**config.mk**
```make
export PLATFORM = sky130hd
export DESIGN_NAME = life_sequencer_flat
export DESIGN_NICKNAME = d
export VERILOG_FILES = /design/src/rtl/life_pkg.sv /design/src/rtl/life_sequencer_if.sv /design/src/rtl/life_sequencer_rate_divider.sv /design/src/rtl/life_sequencer.sv /design/src/flat_wrapper.sv
export SDC_FILE = /design/constraint.sdc
export NUM_CORES = 1
export LEC_CHECK = 0
export ABC_AREA = 1
export CAP_MARGIN = 5
export CELL_PAD_IN_SITES_DETAIL_PLACEMENT = 0
export CELL_PAD_IN_SITES_GLOBAL_PLACEMENT = 1
export CORE_MARGIN = 5
export CORE_UTILIZATION = 28
export DETAILED_ROUTE_END_ITERATION = 7
export PLACE_DENSITY = 0.76
export SLEW_MARGIN = 5
export SYNTH_ARGS = -nofsm -noshare
export SYNTH_HDL_FRONTEND = slang
export SYNTH_HIERARCHICAL = 1
export SYNTH_SLANG_ARGS = --single-unit
```
**constraint.sdc**
```tcl
create_clock -name clk -period 3.3 [get_ports clk]
set_clock_uncertainty 0.2 [all_clocks]
set_input_delay 0.825 -clock clk [delete_from_list [all_inputs] [get_ports clk]]
set_output_delay 0.825 -clock clk [all_outputs]
set_load 0.02 [all_outputs]
```
**src/rtl/life_pkg.sv**
```systemverilog
// Shared types and constants for the 8x8 Game-of-Life sequencer.
// The grid is row-major: row r occupies bits [8r+7:8r].
package life_pkg;

  localparam int GRID_N = 64;
  localparam int ROWS   = 8;
  localparam int COLS   = GRID_N / ROWS;

  typedef enum logic [2:0] {
    S_IDLE  = 3'd0,
    S_LOAD  = 3'd1,
    S_PAUSE = 3'd2,
    S_RUN   = 3'd3,
    S_STEP  = 3'd4,
    S_HALT  = 3'd5
  } state_t;

  typedef struct packed {
    logic extinct;
    logic stable;
    logic oscillating;
  } cond_t;

  function automatic logic cond_halts(cond_t c, logic halt_on_osc);
    return c.extinct || c.stable || (c.oscillating && halt_on_osc);
  endfunction

  function automatic logic [COLS-1:0] grid_row(logic [GRID_N-1:0] g, int r);
    return g[r*COLS +: COLS];
  endfunction

endpackage

```
**src/rtl/life_sequencer_if.sv**
```systemverilog
// Command, grid-register and status bundle between a host/datapath and the sequencer.
// The master side drives commands and the grid/next-grid views; the slave is the sequencer.
interface life_sequencer_if import life_pkg::*; #(
  parameter int N     = GRID_N,
  parameter int DIV_W = 8,
  parameter int GEN_W = 16
);

  logic             load;
  logic [N-1:0]     seed;
  logic             start;
  logic             stop;
  logic             step;
  logic [DIV_W-1:0] rate;
  logic [N-1:0]     grid;
  logic [N-1:0]     next_grid;

  logic             grid_en;
  logic [N-1:0]     grid_d;
  logic             running;
  logic             halted;
  logic             stable;
  logic             extinct;
  logic             oscillating;
  logic [GEN_W-1:0] gen_count;

  modport master (
    output load, seed, start, stop, step, rate, grid, next_grid,
    input  grid_en, grid_d, running, halted, stable, extinct, oscillating, gen_count
  );

  modport slave (
    input  load, seed, start, stop, step, rate, grid, next_grid,
    output grid_en, grid_d, running, halted, stable, extinct, oscillating, gen_count
  );

endinterface

```
**src/rtl/life_sequencer_rate_divider.sv**
```systemverilog
// Generation-rate divider: ticks once every rate+1 enabled cycles.
// Holds its count while disabled so a paused run resumes mid-interval unless cleared.
module rate_divider #(
  parameter int DIV_W = 8
) (
  input  logic             clk,
  input  logic             reset,
  input  logic             enable,
  input  logic             clear,
  input  logic [DIV_W-1:0] rate,
  output logic             tick
);

  localparam logic [DIV_W-1:0] DivOne = {{(DIV_W-1){1'b0}}, 1'b1};

  logic [DIV_W-1:0] cnt_q;
  logic [DIV_W-1:0] cnt_d;

  assign tick = enable && (cnt_q == rate);

  always_comb begin
    cnt_d = cnt_q;
    if (clear) begin
      cnt_d = '0;
    end else if (enable) begin
      cnt_d = tick ? '0 : (cnt_q + DivOne);
    end
  end

  always_ff @(posedge clk or negedge reset) begin
    if (!reset) begin
      cnt_q <= '0;
    end else begin
      cnt_q <= cnt_d;
    end
  end

endmodule

```
**src/rtl/life_sequencer.sv**
```systemverilog
// Controller for the 8x8 Game-of-Life engine: seeds the external grid register,
// paces generations, single-steps, counts generations and halts on terminal patterns.
module life_sequencer import life_pkg::*; #(
  parameter int               N           = GRID_N,
  parameter int               DIV_W       = 8,
  parameter int               GEN_W       = 16,
  parameter logic [GEN_W-1:0] MAX_GEN     = {GEN_W{1'b1}},
  parameter bit               HALT_ON_OSC = 1'b1
) (
  input logic              clk,
  input logic              reset,
  life_sequencer_if.slave  bus
);

  localparam logic [GEN_W-1:0] GenOne = {{(GEN_W-1){1'b0}}, 1'b1};

  state_t           state_q;
  state_t           state_d;
  logic [GEN_W-1:0] gen_count_q;
  logic [GEN_W-1:0] gen_inc;
  logic [N-1:0]     prev_grid_q;
  cond_t            flags_q;
  cond_t            cond_c;
  logic             running_q;
  logic             halted_q;

  logic             tick;
  logic             div_en;
  logic             div_clr;
  logic             adv;
  logic             halt_c;

  // A pending load or stop suppresses the RUN advance in the cycle it is seen.
  assign div_en  = (state_q == S_RUN) && !bus.load && !bus.stop;
  assign div_clr = bus.load || (state_q == S_LOAD) ||
                   ((state_q == S_PAUSE) && bus.start && !bus.stop && !bus.step);
  assign adv     = tick || ((state_q == S_STEP) && !bus.load);

  rate_divider #(.DIV_W(DIV_W)) u_div (
    .clk    (clk),
    .reset  (reset),
    .enable (div_en),
    .clear  (div_clr),
    .rate   (bus.rate),
    .tick   (tick)
  );

  always_comb begin
    cond_c             = '0;
    cond_c.extinct     = (bus.next_grid == '0);
    cond_c.stable      = (bus.next_grid == bus.grid);
    cond_c.oscillating = (bus.next_grid == prev_grid_q) && !cond_c.stable &&
                         (gen_count_q != '0);
    gen_inc            = gen_count_q + GenOne;
    halt_c             = cond_halts(cond_c, HALT_ON_OSC) || (gen_inc == MAX_GEN);
  end

  // Outside LOAD/advance the register is fed its own value, so it holds even if enabled.
  assign bus.grid_en = (state_q == S_LOAD) || adv;
  assign bus.grid_d  = (state_q == S_LOAD) ? bus.seed :
                       adv                 ? bus.next_grid : bus.grid;

  always_comb begin
    state_d = state_q;
    if (bus.load) begin
      state_d = S_LOAD;
    end else begin
      case (state_q)
        S_IDLE:  state_d = S_IDLE;
        S_LOAD:  state_d = S_PAUSE;
        S_PAUSE: begin
          if (bus.stop)       state_d = S_PAUSE;
          else if (bus.step)  state_d = S_STEP;
          else if (bus.start) state_d = S_RUN;
        end
        S_RUN: begin
          if (bus.stop)           state_d = S_PAUSE;
          else if (adv && halt_c) state_d = S_HALT;
        end
        S_STEP:  state_d = halt_c ? S_HALT : S_PAUSE;
        S_HALT:  state_d = S_HALT;
        default: state_d = S_IDLE;
      endcase
    end
  end

  always_ff @(posedge clk or negedge reset) begin
    if (!reset) begin
      state_q     <= S_IDLE;
      gen_count_q <= '0;
      prev_grid_q <= '0;
      flags_q     <= '0;
      running_q   <= 1'b0;
      halted_q    <= 1'b0;
    end else begin
      state_q   <= state_d;
      running_q <= (state_d == S_RUN);
      halted_q  <= (state_d == S_HALT);
      if (bus.load || (state_q == S_LOAD)) begin
        gen_count_q <= '0;
        prev_grid_q <= '0;
        flags_q     <= '0;
      end else if (adv) begin
        prev_grid_q <= bus.grid;
        gen_count_q <= gen_inc;
        flags_q     <= flags_q | cond_c;
      end
    end
  end

  assign bus.running     = running_q;
  assign bus.halted      = halted_q;
  assign bus.extinct     = flags_q.extinct;
  assign bus.stable      = flags_q.stable;
  assign bus.oscillating = flags_q.oscillating;
  assign bus.gen_count   = gen_count_q;

endmodule

```
**src/flat_wrapper.sv**
```systemverilog
// flat-port wrapper written by rule: the top's interface ports become plain ports
module life_sequencer_flat import life_pkg::*;
#(
  parameter int               N           = GRID_N,
  parameter int               DIV_W       = 8,
  parameter int               GEN_W       = 16,
  parameter logic [GEN_W-1:0] MAX_GEN     = {GEN_W{1'b1}},
  parameter bit               HALT_ON_OSC = 1'b1
)
  (clk, reset, bus_load, bus_seed, bus_start, bus_stop, bus_step, bus_rate, bus_grid, bus_next_grid, bus_grid_en, bus_grid_d, bus_running, bus_halted, bus_stable, bus_extinct, bus_oscillating, bus_gen_count);
  life_sequencer_if #(.N(N), .DIV_W(DIV_W), .GEN_W(GEN_W)) bus_i ();
  input logic clk;
  input logic reset;
  input wire logic [$bits(bus_i.load)-1:0] bus_load;
  input wire logic [$bits(bus_i.seed)-1:0] bus_seed;
  input wire logic [$bits(bus_i.start)-1:0] bus_start;
  input wire logic [$bits(bus_i.stop)-1:0] bus_stop;
  input wire logic [$bits(bus_i.step)-1:0] bus_step;
  input wire logic [$bits(bus_i.rate)-1:0] bus_rate;
  input wire logic [$bits(bus_i.grid)-1:0] bus_grid;
  input wire logic [$bits(bus_i.next_grid)-1:0] bus_next_grid;
  output wire logic [$bits(bus_i.grid_en)-1:0] bus_grid_en;
  output wire logic [$bits(bus_i.grid_d)-1:0] bus_grid_d;
  output wire logic [$bits(bus_i.running)-1:0] bus_running;
  output wire logic [$bits(bus_i.halted)-1:0] bus_halted;
  output wire logic [$bits(bus_i.stable)-1:0] bus_stable;
  output wire logic [$bits(bus_i.extinct)-1:0] bus_extinct;
  output wire logic [$bits(bus_i.oscillating)-1:0] bus_oscillating;
  output wire logic [$bits(bus_i.gen_count)-1:0] bus_gen_count;
  assign bus_i.load = bus_load;
  assign bus_i.seed = bus_seed;
  assign bus_i.start = bus_start;
  assign bus_i.stop = bus_stop;
  assign bus_i.step = bus_step;
  assign bus_i.rate = bus_rate;
  assign bus_i.grid = bus_grid;
  assign bus_i.next_grid = bus_next_grid;
  assign bus_grid_en = bus_i.grid_en;
  assign bus_grid_d = bus_i.grid_d;
  assign bus_running = bus_i.running;
  assign bus_halted = bus_i.halted;
  assign bus_stable = bus_i.stable;
  assign bus_extinct = bus_i.extinct;
  assign bus_oscillating = bus_i.oscillating;
  assign bus_gen_count = bus_i.gen_count;
  life_sequencer #(.N(N), .DIV_W(DIV_W), .GEN_W(GEN_W), .MAX_GEN(MAX_GEN), .HALT_ON_OSC(HALT_ON_OSC)) u_core (.clk(clk), .reset(reset), .bus(bus_i));
endmodule
```
; Word level (Yosys, flattened, before mapping)
; Index checks and enable logic that the tools add are counted.
[totals]
reg_bits = 96
input_bits = 206
out_inout_bits = 86
word_cells = 67
[classes]
addsub = 2
eq_ne = 11
n_mux = 19
bitwise = 1
n_reduce_logical = 25
[op_table]
columns = operator, n
row1 = 64-bit 2-to-1 mux, 4
row2 = 64-bit equality test, 2
row3 = 64-bit logical NOT, 1
row4 = 16-bit 2-to-1 mux, 2
row5 = 3-bit 2-to-1 mux, 9
row6 = 8-bit 2-to-1 mux, 3
row7 = "16-bit by 1-bit adder with 16-bit output, second input constant", 1
row8 = "16-bit equality test, second input constant", 1
row9 = 16-bit nonzero test, 1
row10 = 3-bit one-hot mux with 5 select lines, 1
row11 = 1-bit logical AND, 10
row12 = "3-bit by 2-bit equality test with 1-bit output, second input constant", 3
row13 = "3-bit equality test, second input constant", 3
row14 = "8-bit by 1-bit adder with 8-bit output, second input constant", 1
row15 = 8-bit equality test, 1
row16 = 1-bit logical OR, 7
row17 = 1-bit logical NOT, 4
row18 = 2-bit nonzero test, 2
row19 = "3-bit by 1-bit equality test with 1-bit output, second input constant", 1
row20 = 3-bit OR, 1

; Longest topological paths before layout
[logic_depth]
ltp_word = 12
ltp_mapped = 16
ltp_nobuf = 16

; Cells and area by module
; The synthesis kept the hierarchy.
[by_module_without_submodules]
columns = module, n_inst, cells_per_inst, area_each_um2, seq_area_each_um2
row1 = life_sequencer, 1, 1135, 7161.9, 2202.1
row2 = rate_divider, 1, 106, 654.4, 200.2

; Worst setup path before layout
; Ideal clock, no wire load.
[synth_timing]
path_kind = input port to output port
startpoint = in bus_stop
endpoint = out bus_grid_d[23]
t_arrival_ns = 2.695
required_time_ns = 2.275
setup_slack_ns = -0.420
path_stages = 11
n_path_buf = 2
path_cell_list = inv_1 -> nand2_1 -> nor2_1 -> nand4_1 -> nor3_1 -> inv_1 -> nand2_1 -> buf_2 -> buf_1 -> nand2_1 -> a31oi_1
[synth_between]
elab_chain_len = 6
[synth_rtl]
columns = element, line
row1 = from (decl), flat_wrapper.sv:17  ; input wire logic [$bits(bus_i.stop)-1:0] bus_stop;
row2 = 1-bit logical NOT, life_sequencer.sv:34  ; assign div_en = (state_q == S_RUN) && !bus.load && !bus.stop;
row3 = 1-bit logical AND, life_sequencer.sv:34
row4 = net u_core.div_en, life_sequencer.sv:28  ; logic div_en;
row5 = 1-bit logical AND, life_sequencer_rate_divider.sv:19  ; assign tick = enable && (cnt_q == rate);
row6 = net u_core.tick, life_sequencer.sv:27  ; logic tick;
row7 = 1-bit logical OR, life_sequencer.sv:37  ; assign adv = tick || ((state_q == S_STEP) && !bus.load);
row8 = 64-bit 2-to-1 mux, life_sequencer.sv:61  ; adv ? bus.next_grid : bus.grid;
row9 = 64-bit 2-to-1 mux, life_sequencer.sv:60  ; assign bus.grid_d = (state_q == S_LOAD) ? bus.seed :
row10 = to (decl), flat_wrapper.sv:23  ; output wire logic [$bits(bus_i.grid_d)-1:0] bus_grid_d;
; The timed path passes the listed nets, and every way through them passes these cells.

; Final worst setup path
[layout_timing]
startpoint = in bus_rate[5]
endpoint = out bus_grid_d[48]
[layout_between]
elab_chain_len = 5
[layout_rtl]
columns = element, line
row1 = from (decl), flat_wrapper.sv:19  ; input wire logic [$bits(bus_i.rate)-1:0] bus_rate;
row2 = 8-bit equality test, life_sequencer_rate_divider.sv:19
row3 = 1-bit logical AND, life_sequencer_rate_divider.sv:19
row4 = net u_core.tick, life_sequencer.sv:27
row5 = 1-bit logical OR, life_sequencer.sv:37
row6 = 64-bit 2-to-1 mux, life_sequencer.sv:61
row7 = 64-bit 2-to-1 mux, life_sequencer.sv:60
; The timed path passes the listed nets, and every way through them passes these cells.

==> impl_summary.md <==
Yosys
The synthesized area divided by synthesized cell count is ~6.3 um2. The total standard cell area after synthesis is 7820 um2. The sequential element share of the synthesized area is 0.307.

After synthesis the netlist holds a flip-flop and latch count of 96. The number of cells produced by synthesis is 1241. The number of nets in the synthesized netlist is 1451. Sorting the synthesized cells by area gives the leading types as dfrtp_1, nand2_1, nor2_1. The share of synthesized area in the top cell type comes to 0.307. For this run, the number of Yosys warnings is 6. The dominant cell type by area after synthesis is dfrtp_1. Synthesis instantiated 33 different standard cells from the library.

Global route
The total grt overflow is 0. The largest net degree at the start of global routing is 39. In the global route stage, met1 resource usage came out at 0.307. The initial antenna violation count came to 0.

The first-pass GRT wire length is 55.6 mm. In the global route stage, met2 resource usage came out at 0.388. In this run the most used layer during global routing was met2.

In the global route stage, met3 resource usage came out at 0.0380. For this run, the total global-route usage over all layers was measured as 0.228. The number of global-route vias before repair is roughly 10000.

Place
The number of I/O port buffers is roughly 290. The detailed-placement wirelength estimate is 26.0 mm. The final RePlAce weighted congestion is 0.835.

Timing
For the pin with the worst max-slew slack, the measured transition is 603 ps. The part of the cycle the worst path needs is 1.07. Setup repair after global routing could not meet its margin everywhere.

The number of hold-slack violations in the final timing report is 0. The total of endpoints with negative setup slack in the final report is 65. The worst path in the final design needs a cycle of 3540 ps, including I/O delays and setup. Headroom to the max-slew limit came out at 0.598. Static timing analysis puts the maximum clock frequency at 0.283 GHz.

Across all setup checks in the final design, the least slack found is -238 ps. The number of pins with negative max-slew slack in the final report is 0.

Clock network
The number of sinks on the clock net is 96. The H-tree was split into 3 levels. The clock passes through at most 2 buffers. Clock latency on the worst-skew pair, taken at its later pin, is 360 ps. The clock tree root driver cell is clkbuf_16. The clock slew seen by the registers of the worst setup and hold paths is roughly 70 ps. In this run, CTS created clock tree buffers numbering 9. The CTS tree is yes.

Floorplan
The initial standard-cell utilization of the core is 0.282. Measured along the x axis, the die boundary spans between 150 and 200 um. The core region is roughly 28000 um2. The floorplan step defined a die boundary enclosing 31400 um2. Row generation in the floorplan step produced ~60 rows. The height of the die is about 180 um. The top-level port count is 292.

Setup path
The delay contributed by the slowest stage of the critical path is 200 ps. The largest fanout of any net on the critical path is 6. Measured in cells, the most critical reg-to-reg path has a length of 22. STA classifies the critical path startpoint as an input port. The startpoint identified for the worst register-to-register timing path is u_core/u_div/cnt_q[0]. The worst register-to-register path has a setup slack of roughly 230 ps. STA puts the critical path data required time at 2270 ps. The slowest stage of the critical path belongs to the cell nor3_2. Traced cell by cell, the critical path runs through buf_6 > inv_2 > nand2_2 > nand2_2 > nor2_2 > nand4_1 > nor3_2 > inv_1 > nand2_4 > buf_12 > buf_16 > buf_8 > nand2_4 > a31oi_4 > buf_6. The critical path is of the in -> out type.

The worst register-to-register path ends at u_core/u_div/cnt_q[3]. The kind of capture point of the worst setup path is a primary output. STA puts the critical path data arrival time at 2510 ps.

Counting both buffers and inverters, the worst setup path holds a total of 7. The cell family contributing the most delay on the critical path is buffers and inverters.

Final layout
The relative area change from synthesis to final layout is 93.7%. The number of antenna diodes in the final layout is 0. In the final layout, the share of cells above drive strength 1 is 0.321. The most common cell after layout, fill and taps aside is nand2_1. The core utilization of the finished layout is 0.546. In the layout the commonest cells are nand2_1, buf_4, clkdlybuf4s50_1, nor2_1, inv_1. The layout net count is 1967.

Pwr
The maximum vdd drop is 0.000189 V. The reported leakage power is 6.94 nW. The sum of internal, switching and leakage power is 0.00393 W. The power density over the cells is between 200 and 300 nW/um2.

Route
The detailed router placed about 10000 vias in this run. The number of vias per cell is approximately 4.7. The aggregate routed wire length is 36.8 mm. After detailed routing, the average wire length per cell comes to around 17 um. The count of nets left with antenna violations once routing finished came out at 0. After the first detailed-routing iteration, the DRC count stood at 630.

The count of TritonRoute iterations in the first routing pass is 5. In the routed design, unresolved DRC markers number 0.

Status
The final reports fail on negative setup slack. The run finished, with violations left.

Job
The number of max-cap violations is 0.

Hold path
The min-delay analysis places its worst path in the category in -> async.
## worst register-to-register path: cells and delay by family, from the launching register on
family                 cells  cell delay [ps]
DFF                        1              380
and+or+nand+nor            6              490
buffers and inverters     16             1930
## Yosys cell counts
cell type / n
nand2_1: 453
nor2_1: 168
inv_1: 132
dfrtp_1: 96
a31oi_1: 64
o21ai_0: 48
xnor2_1: 44
xor2_1: 44
clkbuf_1: 36
a22o_1: 23
nand3_1: 23
nand4_1: 19
nor3_1: 12
o22ai_1: 12
o21ai_1: 9
nor2_2: 8
nand3_2: 6
nor4_1: 6
buf_1: 5
inv_2: 5
a21oi_1: 4
ha_1: 4
nor2_4: 4
nand2_2: 3
or2_2: 3
buf_2: 2
nand2_4: 2
a21oi_2: 1
a32o_1: 1
clkinv_2: 1
nand3_4: 1
o31ai_1: 1
or2_1: 1
## stage by stage
step           hold WS (ps)  cells  TNS (ps)  setup WS (ps)  cell area, um2
2_1_floorplan           268   1241     -23.2          -23.2            8570
3_3_place_gp            281   2042    -71500           -954           13200
3_5_place_dp            287   2042    -72060           -941           13200
4_1_cts                 250   2142     -8150           -269           14900
5_1_grt                 250   2140    -16010           -319           15100
6_report                236   2140    -10300           -238           15100
## flip-flops by register name (all words and copies together) (netlist names)
name	cells
u_core/bus.oscillating	1
u_core/bus.running	1
u_core/bus.stable	1
u_core/u_div/cnt_q	8
u_core/bus.gen_count	16
u_core/bus.halted	1
u_core/bus.extinct	1
u_core/prev_grid_q	64
u_core/state_q	3
## layer usage
metal  part of all wire  vias to the layer above
li1                   -                     4996
met1               0.45                     4655
met2               0.49                      278
met3              0.057                       25
met4             0.0091                        0
met5                  0                        -
## final cells by class
class / instances / area (um2)
clock buffer: 11 / 243
clock inverter: 5 / 56.3
fill: 2564 / 12600
inverter: 138 / 543
multi-input combinational: 965 / 6010
sequential: 96 / 2400
tap: 378 / 473
timing repair buffer: 547 / 5410
## timing repair
item                                    CTS  global route
resized for setup                       544            91
setup buffers                            70             9
endpoints found under the hold margin     0             0
pin swaps                                24            26
gates cloned                             14             2
hold buffers                              0             0
endpoints found under the setup margin   65            77
## worst max path at each step
stage / from / endpoint / slack, ps / depth (start not counted)
after floorplan: bus_stop / bus_grid_d[23] / -20 / 11
after global placement: bus_rate[5] / bus_grid_d[5] / -950 / 13
after detailed placement: bus_rate[5] / bus_grid_d[40] / -940 / 13
after CTS: bus_rate[5] / u_core/u_div/cnt_q[4] / -270 / 29
after global routing: bus_rate[5] / bus_grid_d[48] / -320 / 15
final: bus_rate[5] / bus_grid_d[48] / -240 / 15
## logic make-up after synthesis
| family | synth area share |
|---|---|
| xor+xnor | 0.0986 |
| buf+inv | 0.0874 |
| simple gates | 0.371 |
| fa+ha+maj | 0.00640 |
| compound gates | 0.129 |
| flops | 0.307 |
## report_power, final
| group | switching [W] | internal, W | total, W |
|---|---|---|---|
| sequential | 0.00000312 | 0.00118 | 0.00118 |
| combinational | 0.000814 | 0.000831 | 0.00164 |
| clock | 0.000496 | 0.000609 | 0.00111 |
| total | 0.00131 | 0.00262 | 0.00393 |
(Power assumes the default switching activity.)
